`config.mk`:
```
export PLATFORM = sky130hd
export DESIGN_NAME = ov_7670_stream_gen
export DESIGN_NICKNAME = d
export VERILOG_FILES = /design/src/rtl/ov_7670_stream_gen.sv
export SDC_FILE = /design/constraint.sdc
export NUM_CORES = 1
export LEC_CHECK = 0
export CAP_MARGIN = 20
export CELL_PAD_IN_SITES_DETAIL_PLACEMENT = 0
export CELL_PAD_IN_SITES_GLOBAL_PLACEMENT = 2
export CORE_MARGIN = 8
export CORE_UTILIZATION = 37
export CTS_CLUSTER_DIAMETER = 200
export DETAILED_ROUTE_END_ITERATION = 16
export PLACE_DENSITY = 0.91
export SKIP_LAST_GASP = 1
export SLEW_MARGIN = 20
export SYNTH_ARGS = -nofsm -noshare
export SYNTH_HDL_FRONTEND = slang
export SYNTH_SLANG_ARGS = --single-unit
export TNS_END_PERCENT = 50
```
`constraint.sdc`:
```
create_clock -name clk_25_2m -period 4.1 [get_ports clk_25_2m]
set_input_delay 0.41 -clock clk_25_2m [delete_from_list [all_inputs] [get_ports clk_25_2m]]
set_output_delay 0.41 -clock clk_25_2m [all_outputs]
set_load 0.01 [all_outputs]
```
`src/rtl/ov_7670_stream_gen.sv`:
```
// OV7670 parallel-bus transmitter: drives PCLK/VSYNC/HREF/DATA with VGA-style
// RGB565 timing and a selectable test pattern (solid, bars, gradient, checker).
// All timing state advances on "ticks" (the clk edge where pclk falls), so the
// bus is stable on every pclk rising edge.
// Optional: define OV_GEN_ROW_TAG_EN to replace pixel 0 of every active line
// with {frame_cnt[5:0], y[9:0]} for line-order / dropped-frame checking.
module ov_7670_stream_gen #(
  parameter int          H_ACTIVE    = 640,
  parameter int          H_BLANK     = 144,
  parameter int          V_ACTIVE    = 480,
  parameter int          VSYNC_LINES = 3,
  parameter int          V_BACK      = 17,
  parameter int          V_FRONT     = 10,
  parameter logic [15:0] SOLID_COLOR = 16'hF800
) (
  input  logic        clk_25_2m,
  input  logic        reset,
  input  logic        enable,
  input  logic [1:0]  pattern_sel,
  output logic        pclk,
  output logic        vsync,
  output logic        href,
  output logic [7:0]  data,
  output logic        frame_done,
  output logic [15:0] frame_cnt
);

  localparam logic [11:0] H_LAST   = 12'(2*(H_ACTIVE+H_BLANK)-1);
  localparam logic [11:0] H_ACT_B  = 12'(2*H_ACTIVE);
  localparam logic [9:0]  VS_LAST  = 10'(VSYNC_LINES-1);
  localparam logic [9:0]  VB_LAST  = 10'(V_BACK-1);
  localparam logic [9:0]  VA_LAST  = 10'(V_ACTIVE-1);
  localparam logic [9:0]  VF_LAST  = 10'(V_FRONT-1);
  localparam logic [8:0]  BAR_LAST = 9'(H_ACTIVE/8-1);

  typedef enum logic [2:0] {S_IDLE, S_VSYNC, S_VBACK, S_ACTIVE, S_VFRONT} state_t;

  state_t      r_state, w_next;
  logic        r_pclk;
  logic [11:0] r_h_cnt;
  logic [9:0]  r_v_cnt;
  logic [1:0]  r_pat;
  logic [2:0]  r_bar;
  logic [8:0]  r_bar_px;
  logic        r_frame_done;
  logic [15:0] r_frame_cnt;

  logic        w_tick, w_line_end, w_last_line;
  logic        w_frame_start, w_frame_end;
  logic        w_vsync, w_href;
  logic [15:0] w_bar_color, w_pix;

  assign w_tick        = r_pclk;
  assign w_line_end    = w_tick && (r_h_cnt == H_LAST);
  assign w_frame_start = (w_next == S_VSYNC) && (r_state != S_VSYNC);
  assign w_frame_end   = w_line_end && w_last_line && (r_state == S_VFRONT);

  // pclk free-runs at half the system clock whenever out of reset
  always_ff @(posedge clk_25_2m) begin
    if (!reset) r_pclk <= 1'b0;
    else        r_pclk <= ~r_pclk;
  end

  // state register
  always_ff @(posedge clk_25_2m) begin
    if (!reset) r_state <= S_IDLE;
    else        r_state <= w_next;
  end

  // last line of the current vertical region
  always_comb begin
    w_last_line = 1'b0;
    case (r_state)
      S_VSYNC:  w_last_line = (r_v_cnt == VS_LAST);
      S_VBACK:  w_last_line = (r_v_cnt == VB_LAST);
      S_ACTIVE: w_last_line = (r_v_cnt == VA_LAST);
      S_VFRONT: w_last_line = (r_v_cnt == VF_LAST);
      default:  w_last_line = 1'b0;
    endcase
  end

  // next-state: regions advance at the end of their last line; a frame always runs to completion
  always_comb begin
    w_next = r_state;
    case (r_state)
      S_IDLE:   if (w_tick && enable)            w_next = S_VSYNC;
      S_VSYNC:  if (w_line_end && w_last_line)   w_next = S_VBACK;
      S_VBACK:  if (w_line_end && w_last_line)   w_next = S_ACTIVE;
      S_ACTIVE: if (w_line_end && w_last_line)   w_next = S_VFRONT;
      S_VFRONT: if (w_line_end && w_last_line)   w_next = enable ? S_VSYNC : S_IDLE;
      default:                                   w_next = S_IDLE;
    endcase
  end

  // FSM outputs
  always_comb begin
    w_vsync = (r_state == S_VSYNC);
    w_href  = (r_state == S_ACTIVE) && (r_h_cnt < H_ACT_B);
  end

  // byte and line counters; line counter restarts at each region boundary
  always_ff @(posedge clk_25_2m) begin
    if (!reset) begin
      r_h_cnt <= '0;
      r_v_cnt <= '0;
    end else if (w_tick) begin
      if (r_state == S_IDLE) begin
        r_h_cnt <= '0;
        r_v_cnt <= '0;
      end else if (w_line_end) begin
        r_h_cnt <= '0;
        r_v_cnt <= w_last_line ? 10'd0 : r_v_cnt + 10'd1;
      end else begin
        r_h_cnt <= r_h_cnt + 12'd1;
      end
    end
  end

  // pattern latched at every frame start; frame_done pulse and completed-frame count
  always_ff @(posedge clk_25_2m) begin
    if (!reset) begin
      r_pat        <= '0;
      r_frame_done <= 1'b0;
      r_frame_cnt  <= '0;
    end else begin
      r_frame_done <= w_frame_end;
      if (w_frame_end)   r_frame_cnt <= r_frame_cnt + 16'd1;
      if (w_frame_start) r_pat       <= pattern_sel;
    end
  end

  // colour-bar tracker: counts pixels within a bar instead of dividing x
  always_ff @(posedge clk_25_2m) begin
    if (!reset) begin
      r_bar    <= '0;
      r_bar_px <= '0;
    end else if (w_tick) begin
      if (!w_href) begin
        r_bar    <= '0;
        r_bar_px <= '0;
      end else if (r_h_cnt[0]) begin
        if (r_bar_px == BAR_LAST) begin
          r_bar_px <= '0;
          r_bar    <= r_bar + 3'd1;
        end else begin
          r_bar_px <= r_bar_px + 9'd1;
        end
      end
    end
  end

  // bar colour lookup
  always_comb begin
    case (r_bar)
      3'd0:    w_bar_color = 16'hFFFF;
      3'd1:    w_bar_color = 16'hFFE0;
      3'd2:    w_bar_color = 16'h07FF;
      3'd3:    w_bar_color = 16'h07E0;
      3'd4:    w_bar_color = 16'hF81F;
      3'd5:    w_bar_color = 16'hF800;
      3'd6:    w_bar_color = 16'h001F;
      default: w_bar_color = 16'h0000;
    endcase
  end

  // pixel value for the current x (= h_cnt>>1) and y (= active line)
  always_comb begin
    w_pix = SOLID_COLOR;
    case (r_pat)
      2'd1:    w_pix = w_bar_color;
      2'd2:    w_pix = {r_h_cnt[5:1], r_v_cnt[5:0], r_frame_cnt[4:0]};
      2'd3:    w_pix = (r_h_cnt[4] ^ r_v_cnt[3]) ? 16'hFFFF : 16'h0000;
      default: w_pix = SOLID_COLOR;
    endcase
`ifdef OV_GEN_ROW_TAG_EN
    if (r_h_cnt[11:1] == 11'd0) w_pix = {r_frame_cnt[5:0], r_v_cnt};
`endif
  end

  assign pclk       = r_pclk;
  assign vsync      = w_vsync;
  assign href       = w_href;
  assign data       = w_href ? (r_h_cnt[0] ? w_pix[7:0] : w_pix[15:8]) : 8'h00;
  assign frame_done = r_frame_done;
  assign frame_cnt  = r_frame_cnt;

endmodule

```
# After elaboration in Yosys (flattened, before gate mapping)
# Cells that the tools add are included.
[totals]
regBits = 57
inputBits = 5
out_inout_bits = 28
word_cells = 76
[classes]
addsub = 5
magnitude_cmp = 1
eq_ne = 23
muxes = 24
n_bitwise = 2
n_reduce_logical = 12
[ops]
columns = ["cell", "n"]
rows = [
  ["16-bit one-hot mux with 7 select lines", 1],
  ["16-bit one-hot mux with 3 select lines", 1],
  ["10-bit 2-to-1 mux", 3],
  ["9-bit 2-to-1 mux", 3],
  ["12-bit 2-to-1 mux", 2],
  ["3-bit 2-to-1 mux", 8],
  ["16-bit by 1-bit adder with 16-bit output (second input constant)", 1],
  ["16-bit 2-to-1 mux", 1],
  ["8-bit 2-to-1 mux", 2],
  ["3-bit one-hot mux with 5 select lines", 1],
  ["12-bit by 1-bit adder with 12-bit output (second input constant)", 1],
  ["12-bit by 11-bit == test with 1-bit output (second input constant)", 1],
  ["3-bit by 2-bit == test with 1-bit output (second input constant)", 4],
  ["3-bit == test (second input constant)", 4],
  ["12-bit by 11-bit < comparator with 1-bit output (second input constant)", 1],
  ["10-bit by 1-bit adder with 10-bit output (second input constant)", 1],
  ["10-bit by 2-bit == test with 1-bit output (second input constant)", 1],
  ["10-bit by 4-bit == test with 1-bit output (second input constant)", 1],
  ["10-bit by 5-bit == test with 1-bit output (second input constant)", 1],
  ["10-bit by 9-bit == test with 1-bit output (second input constant)", 1],
  ["9-bit by 1-bit adder with 9-bit output (second input constant)", 1],
  ["3-bit by 1-bit == test with 1-bit output (second input constant)", 3],
  ["9-bit by 7-bit == test with 1-bit output (second input constant)", 1],
  ["1-bit logical AND", 6],
  ["other kinds (14)", 17],
]

# Longest topological paths before layout
# Gate-level depths: netlist of run 1.
[logic_depth]
word_depth = 7
mapped_depth = 8
ltp_nobuf = 7

# Worst setup path before layout of run 1
# OpenSTA, ideal clock, no wires.
[synth_timing]
kind = "reg-to-output"
startpoint = "reg r_state[2]"
endpoint = "out data[5]"
arrival_time_ns = 2.016
required_ns = 3.690
path_slack_ns = 1.674
stages_incl_launch_ff = 8
path_buffers = 1
path_cell_list = "dfxtp_1 > buf_2 > nand3b_1 > or3_1 > inv_1 > o21ai_1 > or2_2 > o21ai_0"
[synth_via]
elab_chain_cells = 3
[synth_rtl]
columns = ["element", "line", "rtl"]
rows = [
  ["start, declared", "38", "state_t r_state, w_next;"],
  ["start signal, assigned", "67", "else r_state <= w_next;"],
  ["3-bit by 2-bit == test with 1-bit output", "98", "w_href = (r_state == S_ACTIVE) && (r_h_cnt < H_ACT_B);"],
  ["1-bit logical AND", "98", ""],
  ["via href", "22", "output logic href,"],
  ["8-bit 2-to-1 mux", "183", "assign data = w_href ? (r_h_cnt[0] ? w_pix[7:0] : w_pix[15:8]) : 8'h00;"],
  ["end, declared", "23", "output logic [7:0] data,"],
]
# The timed path passes the listed nets, and every way through them passes these cells.

# Worst setup path after layout of run 1
[layout_timing]
startpoint = "reg r_state[1]"
endpoint = "out data[6]"
[layout_via]
elab_chain_cells = 3
[layout_rtl]
columns = ["element", "line"]
rows = [
  ["3-bit by 2-bit == test with 1-bit output", "98"],
  ["1-bit logical AND", "98"],
  ["8-bit 2-to-1 mux", "183"],
]
# Every way passes these cells.

==> run summary, run 1 <==
Count leader, synth: dfxtp_1
Share of power burned in combinational logic: 0.068
Switching pwr: 0.000300 W
Time the worst path needs with I/O delays and setup: 3.47 ns
Flip-flop and latch count after synthesis: 57
Top cell type by total area after synthesis: dfxtp_1
Post-route fraction of the period consumed by the critical path: 0.845
Via count: 3099
Slowest-stage cell, CP: clkdlybuf4s50_1
Clock slew at reported path FFs: 0.07 ns
Share of the synthesized area in the top cell type: 0.334
Kind of start point of the critical path: flip-flop
Sinks on Clock Net: 57
Kind of end point of the critical path: primary output
Clock share of power: 0.451
Total global routing overflow: 0
Worst clock skew on the final layout: 0.0121 ns
Net count after synthesis: 423
Number of levels the H-tree was split into: 3
Layout cells sized above 1: 0.104
Number of buffers added by the clock tree synthesis step: 9
First-pass GRT wire length: 14.7 mm
Effective utilization at floorplan: 0.375
Switching fraction of total power: 0.255
Post-CTS Setup Bufs: 0
Part of the power in registers: 0.481
Pin count of the biggest net entering global routing: 33
Post-Route Hold Slack: 0.476 ns
Number of enable-type register cells in the synthesized netlist: 0
Post-Syn Instances: 409
Delay of the slowest critical-path stage: 0.57 ns
GR Util All Layers: 0.142
RSZ-0062 raised after global routing: false
Synthesis-to-layout area growth: 17.6%
Length of the first detailed-routing pass in iterations: 4
Hold crit path type: reg -> reg
Worst-Skew Late Latency: 0.35 ns
Power Dens Cells: 293 nW/µm²
CP Data Required Time: 3.69 ns
Maximum vdd ir drop: 164 µV
Via count of the first global-routing pass: 2918
Detailed Place HPWL: 6.06 mm
Number of buffers added on ports: 32
Total number of placement rows: 35
Top_reg_cell synth: dfxtp_1
Critical-path maximum fanout: 12
Core Footprint: 9110 µm²
Run status: finished clean
Leakage power total: 1.40 nW
Max-Slew Margin vs Limit: 0.360
Fraction of registers with async set or reset after synthesis: 0
List of most frequent post-synthesis cells: dfxtp_1 (57), nand2_1 (41), nor2_1 (36), a21oi_1 (20), nand3_1 (20)
I/O pin count: 33
Int Power: 0.000875 W
Routed len/inst: 15.9 µm
Fin. Hold Viols: 0
Cts hold-fix bufs: 0
Largest cells by area after synthesis: dfxtp_1 (33%), nand2_1 (4.5%), nor2_1 (4.0%)
Antenna violations before repair: 0
Arrival time at the worst endpoint: 3.06 ns
Antenna diode instance count: 0
Starting DRC count in detailed routing: 164
Layout net count: 452
Number of setup violations in the final report: 0
Routed vias/inst: 5.60
Critical Path, Cell by Cell: nand3b_1, or3_1, inv_1, o21ai_1, or2_2, o21ai_0, clkdlybuf4s50_1
Vertical die dimension: 112 µm
Root Buffer Master: clkbuf_8
Antenna violation net count after detailed routing: 0
DRC: 0
Warning count from the yosys run: 0
Die area: 12600 µm²
Sequential fraction of the synthesis area: 0.334
Aggregate routed wire length: 8.80 mm
Post-synthesis cell area: 3420 µm²
Pins Over Slew Limit: 0
CTS-repair resized insts: 0
CTS Buffer Depth: 2
Synthesized area per cell: 8.35 µm²
Final TNS setup: 0 ns
Number of distinct library cells after synthesis: 59
Fill cell instance count of the final layout: 908
Max_cap viols: 0
X dimension of the die: 112 µm
Global placer's final weighted congestion: 0.816
Slew at the pin closest to its max-slew limit: 0.950 ns
Worst Path Class, Setup: reg -> out
Clock tree from TritonCTS: done
Maximum frequency from static timing analysis: 289 MHz
-- registers in the layout, summed over array words and instances, names as in the netlist --
| signal | count |
|---|---|
| r_state | 3 |
| frame_done | 1 |
| frame_cnt | 16 |
| pclk | 1 |
| r_bar | 3 |
| r_h_cnt | 12 |
| r_pat | 2 |
| r_bar_px | 9 |
| r_v_cnt | 10 |
-- final cells by class --
class,count,area (µm²),area share
clock inverter,5,56.3,0.0140
tap,111,139,0.0346
sequential,57,1140,0.284
inverter,17,63.8,0.0159
multi-input combinational,316,2120,0.528
timing repair buffer,37,358,0.0891
clock buffer,10,138,0.0343
-- routing by layer --
metal	track usage	up-vias	part of all wire
met5	0	-	0
li1	-	1563	-
met2	0.207	70	0.45
met1	0.185	1450	0.47
met3	0.0537	16	0.062
met4	0.0549	0	0.019
-- critical path: cells and delay by family (launching register included) --
family	cells	cell delay, ns
AO/OA/AOI/OAI	2	0.37
buffers and inverters	2	0.77
flip-flops	1	0.53
AND/OR/NAND/NOR	3	1.04
-- path summary, 6_finish.rpt --
kind | to | slack [ns] | cells after the start | startpoint
worst min-delay path | frame_cnt[15]$_SDFFE_PN0P_ | 0.48 | 2 | frame_cnt[15]$_SDFFE_PN0P_
worst max register to register | frame_cnt[10]$_SDFFE_PN0P_ | 1.39 | 5 | r_state[1]$_SDFF_PN0_
worst max-delay path | data[6] | 0.63 | 7 | r_state[1]$_SDFF_PN0_
worst min register to register | frame_cnt[15]$_SDFFE_PN0P_ | 0.48 | 2 | frame_cnt[15]$_SDFFE_PN0P_
-- cell usage in the layout, fill, tap and decap left out, types with 10 or more instances in the layout --
cell type,instances
dfxtp_1,57
nand2_1,41
nor2_1,36
clkdlybuf4s50_1,32
a21oi_1,20
nand3_1,20
inv_1,16
nand2b_1,13
xnor2_1,13
o21ai_0,10
clkbuf_8,10
-- cells by family (layout without fill, tap and decap cells) --
family | after synthesis | in the layout | synth area share
compound gates | 94 | 94 | 0.209
xor+xnor | 22 | 22 | 0.0564
fa+ha+maj | 9 | 9 | 0.0330
buf+inv | 36 | 69 | 0.0454
flops | 57 | 57 | 0.334
mux | 10 | 10 | 0.0297
simple gates | 181 | 181 | 0.292
-- per-stage QoR --
| stage | std cells | setup WS [ns] | util | total power (W) | instance area, µm² |
|---|---|---|---|---|---|
| finish | 553 | 0.634 | 0.441 | 0.00118 | 4020 |
| global route | 553 | 0.431 | 0.441 | 0.00122 | 4020 |
| CTS | 553 | 0.657 | 0.441 | 0.00119 | 4020 |
| detailed placement | 538 | 1.04 | 0.420 | 0.000658 | 3820 |
| global placement | 538 | 1.13 | 0.420 | 0.000658 | 3820 |
| floorplan | 409 | 1.67 | - | 0.000635 | 3420 |
-- power by group through the flow --
stage	logic, W	clock network (W)	registers [W]
final	0.0000800	0.000530	0.000566
after global routing	0.0000890	0.000565	0.000566
after CTS	0.0000802	0.000544	0.000565
after detailed placement	0.0000796	0	0.000578
after global placement	0.0000795	0	0.000578
after floorplan	0.0000612	0	0.000574
No activity file was read; power rests on OpenSTA's default activity.
==> inputs of run 2 (changes only) <==
--- a/config.mk
+++ b/config.mk
@@ -9,10 +9,10 @@
 export CELL_PAD_IN_SITES_DETAIL_PLACEMENT = 0
 export CELL_PAD_IN_SITES_GLOBAL_PLACEMENT = 2
 export CORE_MARGIN = 8
-export CORE_UTILIZATION = 37
+export CORE_UTILIZATION = 35
 export CTS_CLUSTER_DIAMETER = 200
 export DETAILED_ROUTE_END_ITERATION = 16
-export PLACE_DENSITY = 0.91
+export PLACE_DENSITY = 0.87
 export SKIP_LAST_GASP = 1
 export SLEW_MARGIN = 20
 export SYNTH_ARGS = -nofsm -noshare
==> constraint.sdc (replaced) <==
create_clock -name clk_25_2m -period 3.5 [get_ports clk_25_2m]
set_input_delay 0.35 -clock clk_25_2m [delete_from_list [all_inputs] [get_ports clk_25_2m]]
set_output_delay 0.35 -clock clk_25_2m [all_outputs]
set_load 0.01 [all_outputs]
==> run 2 against run 1 <==
Worst setup slack got worse by 0.40 ns. First-iteration DRC count increased by 18%. Register-to-register slack got worse by 0.66 ns. Sequential power increased by 16%. Wire length increased by 1.7%. Largest power group is now clock.
==> run summary, run 2 (synthesis results as in run 1) <==
Run status: finished clean
Final non-filler cell area: 4090 µm²
Maximum vdd ir drop: 186 µV
Aggregate routed wire length: 8.95 mm
Max_cap viols: 0
Via count: 3122
CTS Buffer Depth: 2
Placed instance area: 3860 µm²
CP Data Required Time: 3.15 ns
Cts hold-fix bufs: 0
Number of levels the H-tree was split into: 3
Power Dens Cells: 360 nW/µm²
Fin. Hold Viols: 0
Length of the first detailed-routing pass in iterations: 4
Post-CTS Setup Bufs: 0
Max-Slew Margin vs Limit: 0.377
Max FFs per register: 16
Most frequent standard cell in the layout excluding fill and tap cells: dfxtp_1
Sinks on Clock Net: 57
Worst hold path cell count: 2
Antenna violations before repair: 0
Starting DRC count in detailed routing: 194
Worst Path Class, Setup: reg -> out
Cell count of the worst reg-to-reg path: 6
Final TNS setup: 0 ns
Source of the worst hold timing path: frame_cnt[15]$_SDFFE_PN0P_
Layout cells sized above 1: 0.115
Core Footprint: 9640 µm²
Layout net count: 454
Antenna violation net count after detailed routing: 0
Global placer's final weighted congestion: 0.833
Routed len/inst: 15.5 µm
Number of buffers added by the clock tree synthesis step: 9
Kind of end point of the critical path: primary output
Launch instance of the worst register-to-register path: r_state[2]$_SDFF_PN0_
Critical-path maximum fanout: 11
Worst clock skew on the final layout: 0.0121 ns
Routed vias/inst: 5.40
X dimension of the die: 115 µm
Total design power: 0.00147 W
Slew at the pin closest to its max-slew limit: 0.924 ns
Worst-Skew Late Latency: 0.35 ns
Die area: 13200 µm²
Synthesis-to-layout area growth: 19.8%
Pin count of the biggest net entering global routing: 32
RSZ-0062 raised after global routing: false
Vertical die dimension: 115 µm
Total number of placement rows: 36
DRC: 0
Effective utilization at floorplan: 0.354
Total global routing overflow: 0
Root Buffer Master: clkbuf_8
Number of buffers added on ports: 32
Time the worst path needs with I/O delays and setup: 3.27 ns
Number of setup violations in the final report: 0
Pins Over Slew Limit: 0
Hold crit path type: reg -> reg
Clock slew at reported path FFs: 0.07 ns
Clock tree from TritonCTS: done
Post-route fraction of the period consumed by the critical path: 0.933
Arrival time at the worst endpoint: 2.92 ns
I/O pin count: 33
Maximum frequency from static timing analysis: 306 MHz
Leading cell types in the layout, fill and taps excluded: dfxtp_1 (55), nand2_1 (41), nor2_1 (36), clkdlybuf4s50_1 (32)
Via count of the first global-routing pass: 2964
First-pass GRT wire length: 14.7 mm
Antenna diode instance count: 0
Terminating pin of the worst hold path: frame_cnt[15]$_SDFFE_PN0P_
GR Util All Layers: 0.139
Detailed Place HPWL: 6.37 mm
Slack of the worst reg-to-reg path: 0.73 ns
R2r endpoint: frame_cnt[8]$_SDFFE_PN0P_
Leakage power total: 1.42 nW
Kind of start point of the critical path: flip-flop
-- run 2: changes by cell type in the layout (fill, tap and decap cells not counted), sizes merged --
cell    change
bufinv      +1
buf         +2
clkbuf      -1
inv         +1
-- run 2: worst max path at each step --
| stage | from | to | slack, ns | cells past startpoint |
|---|---|---|---|---|
| CTS | r_state[1]$_SDFF_PN0_ | data[6] | 0.08 | 7 |
| global route | r_state[2]$_SDFF_PN0_ | data[6] | 0.04 | 7 |
| finish | r_state[2]$_SDFF_PN0_ | data[6] | 0.23 | 7 |
| global placement | r_state[1]$_SDFF_PN0_ | data[6] | 0.57 | 7 |
| detailed placement | r_state[1]$_SDFF_PN0_ | data[6] | 0.47 | 7 |
| floorplan | r_state[2]$_SDFF_PN0_ | data[5] | 1.13 | 7 |
-- run 2: layout make-up --
cell class	instances	area, µm²
inverters	17	63.8
repair buffers	39	373
fillers	1019	5550
multi-input cells	316	2120
well taps	133	166
flip-flops and latches	57	1140
clock buffers	9	124
clock inverters	7	103
-- run 2: worst max-delay path: stages, from the launching register on --
cell	delay, ns
dfxtp_1	0.40
nand3b_1	0.28
or3_1	0.48
inv_2	0.14
o21ai_1	0.16
or2_2	0.34
o21ai_0	0.21
clkdlybuf4s50_1	0.57
-- run 2: layer usage --
layer	GRT usage	up-vias	share of wire
met3	0.0431	8	0.044
met2	0.224	55	0.47
li1	-	1566	-
met4	0.0412	0	0.013
met1	0.175	1493	0.47
met5	0	-	0
-- run 2: timing repair --
item,4_1_cts,5_1_grt
resized for setup,0,3
endpoints found under the setup margin,0,3
hold endpoints to repair,0,0
-- run 2: where the power goes --
group | switching (W) | internal (W) | total, W
sequential | 0.00000572 | 0.000653 | 0.000659
combinational | 0.0000685 | 0.0000325 | 0.000101
clock | 0.000305 | 0.000407 | 0.000712
-- run 2: stage by stage --
step	hold WS, ns	setup WS [ns]	util	instances
floorplan	0.449	1.13	-	409
global placement	0.456	0.566	0.401	562
detailed placement	0.467	0.465	0.401	562
CTS	0.477	0.0848	0.424	578
global route	0.490	0.0362	0.425	578
finish	0.476	0.234	0.425	578
==> patch (config.mk and constraints of run 2) <==
Make the reset (`reset`) asynchronous in 5 clocked blocks.
--- a/src/rtl/ov_7670_stream_gen.sv
+++ b/src/rtl/ov_7670_stream_gen.sv
@@ -58,3 +58,3 @@
   // pclk free-runs at half the system clock whenever out of reset
-  always_ff @(posedge clk_25_2m) begin
+  always_ff @(posedge clk_25_2m or negedge reset) begin
     if (!reset) r_pclk <= 1'b0;
@@ -64,3 +64,3 @@
   // state register
-  always_ff @(posedge clk_25_2m) begin
+  always_ff @(posedge clk_25_2m or negedge reset) begin
     if (!reset) r_state <= S_IDLE;
@@ -101,3 +101,3 @@
   // byte and line counters; line counter restarts at each region boundary
-  always_ff @(posedge clk_25_2m) begin
+  always_ff @(posedge clk_25_2m or negedge reset) begin
     if (!reset) begin
@@ -119,3 +119,3 @@
   // pattern latched at every frame start; frame_done pulse and completed-frame count
-  always_ff @(posedge clk_25_2m) begin
+  always_ff @(posedge clk_25_2m or negedge reset) begin
     if (!reset) begin
@@ -132,3 +132,3 @@
   // colour-bar tracker: counts pixels within a bar instead of dividing x
-  always_ff @(posedge clk_25_2m) begin
+  always_ff @(posedge clk_25_2m or negedge reset) begin
     if (!reset) begin
Function: differs if reset is asserted again (counterexample within 4 cycles, from zero or initial values and one cycle with reset low); with reset held inactive, the same outputs for 10 cycles.
==> patch against run 2 <==
- sequential cell count unchanged
- first-iteration DRC count is 9.8% higher
- worst hold slack got worse by 0.35 ns
- critical path type unchanged
- largest cell class unchanged
- via count about the same
- setup slack worse by 0.081 ns
- cell area increased by 2.5%
- routed wire length rose by 5.0%
- maximum frequency decreased by 2.4%
- synthesized area increased by 4.3%
Power is not compared: it rests on default switching activity, and its combinational part moved more than twofold at a synthesized area within 25%.
==> patch: results (changes against run 2) <==
status:
  status: "completed"
global_route:
  antenna_found_initial: 0  # unchanged
  grt_max_degree: 36  # +13%
  grt_first_pass_wirelength_mm: 15.8  # +7.2%
  track_usage_pct: 14.7  # +0.75 points
  first_global_vias: 3089  # +4.2%
setup_path:
  rrSetupSlack_ns: 0.90  # +0.17 ns
  reg2reg_from: "r_h_cnt[0]$_DFFE_PN0P_"
  regToRegEndpoint: "r_v_cnt[6]$_DFFE_PN0P_"
  r2r_cells: 6  # unchanged
  crit_path_start_kind: "flop"
  critPathLaunch: "r_state[2]$_DFF_PN0_"
timing:
  hold_slack_ns: 0.129  # -0.347 ns
  max-slew-margin-rel_pct: 39.5  # +1.8 points
  skew_ns: 0.0100  # -0.00214 ns
hold_path:
  hp-class: "in2async"
yosys:
  yosysUniqueCellTypes: 57  # -3.4%
  synth_common_cells: "dfrtp_1 (57), nand2_1 (38), nor2_1 (32)"
  synthFlopType: "dfrtp_1"
  synth.net_count: 416  # -1.7%
  yosys_warnings: 0  # unchanged
  synth_fa_ha_area_share_pct: 3.16  # -0.14 points
  synthXorXnorAreaFrac_pct: 7.13  # +1.5 points
  synthArstFlopShare_pct: 100  # +100 points
  ys_top_cells_by_area: "dfrtp_1 (40%), xor2_1 (5.4%), o21ai_0 (4.4%), nand2_1 (4.0%), nor2_1 (3.4%)"
  synth-compound-area-share_pct: 14.3  # -6.7 points
  synthMuxAreaShare_pct: 2.07  # -0.90 points
drt:
  viasPerCell: 5.46  # +1.1%
  drt-initial-drc-count: 213  # +9.8%
  wl_per_cell_um: 16.4  # +6.1%
  dr.pass1.iters: 4  # unchanged
final_layout:
  final_layout_size_suffix_gt1_share_pct: 9.40  # -2.1 points
clock_tree:
  max-clock-path-buffers: 2  # unchanged
placement:
  gp_congestion: 0.814  # -2.2%
  dpl_cell_area_um2: 4010  # +3.7%
  hpwl_mm: 6.69  # +5.1%
patch: changes by cell type after synthesis, moves of 7 or more:
cell      change
o311ai_1      -8
a21o_1        -8
xor2_1       +13
inv_1         -8
dfxtp_1      -57
nor3_1       +12
dfrtp_1      +57
nand2b_1      -7
o21ai_0      +21
patch: critical path: stages (launching register included):
cell	delay (ns)
dfrtp_1	0.49
nand3b_1	0.32
or3_4	0.50
nor2_1	0.23
nand2_1	0.20
o221ai_1	0.32
clkdlybuf4s50_1	0.60
patch: layout make-up:
type,count,area (um^2)
Fill cell,1042,5900
Clock buffer,9,124
Clock inverter,6,60.1
Multi-Input combinational cell,316,2010
Timing Repair Buffer,40,375
Tap cell,136,170
Sequential cell,57,1430
Inverter,8,30.0
patch: what timing repair did:
item / 4_1_cts / 5_1_grt
resized for setup: 0 / 1
setup buffers: 0 / 0
setup endpoints to repair: 0 / 5
patch: stage by stage:
stage	worst slack, ns	instances
6_report	0.152	572
5_1_grt	-0.0205	572
4_1_cts	0.0238	572
3_5_place_dp	0.396	557
3_3_place_gp	0.409	557
2_1_floorplan	1.28	402
patch: kinds of logic (layout without fill, tap and decap cells):
logic type | Yosys count | after routing
multiplexers | 7 | 7
XOR/XNOR | 29 | 29
flip-flops | 57 | 57
buffers and inverters | 29 | 63
adder cells (fa/ha/maj) | 9 | 9
AO/OA/AOI/OAI | 79 | 79
AND/OR/NAND/NOR | 192 | 192
patch: routing by layer:
layer | up-vias | part of all wire [%] | track usage [%]
met5 | - | 0 | 0
met4 | 0 | 0.59 | 4.35
met3 | 4 | 4.6 | 4.05
met2 | 56 | 47 | 22.7
met1 | 1548 | 48 | 19.6
li1 | 1516 | - | -
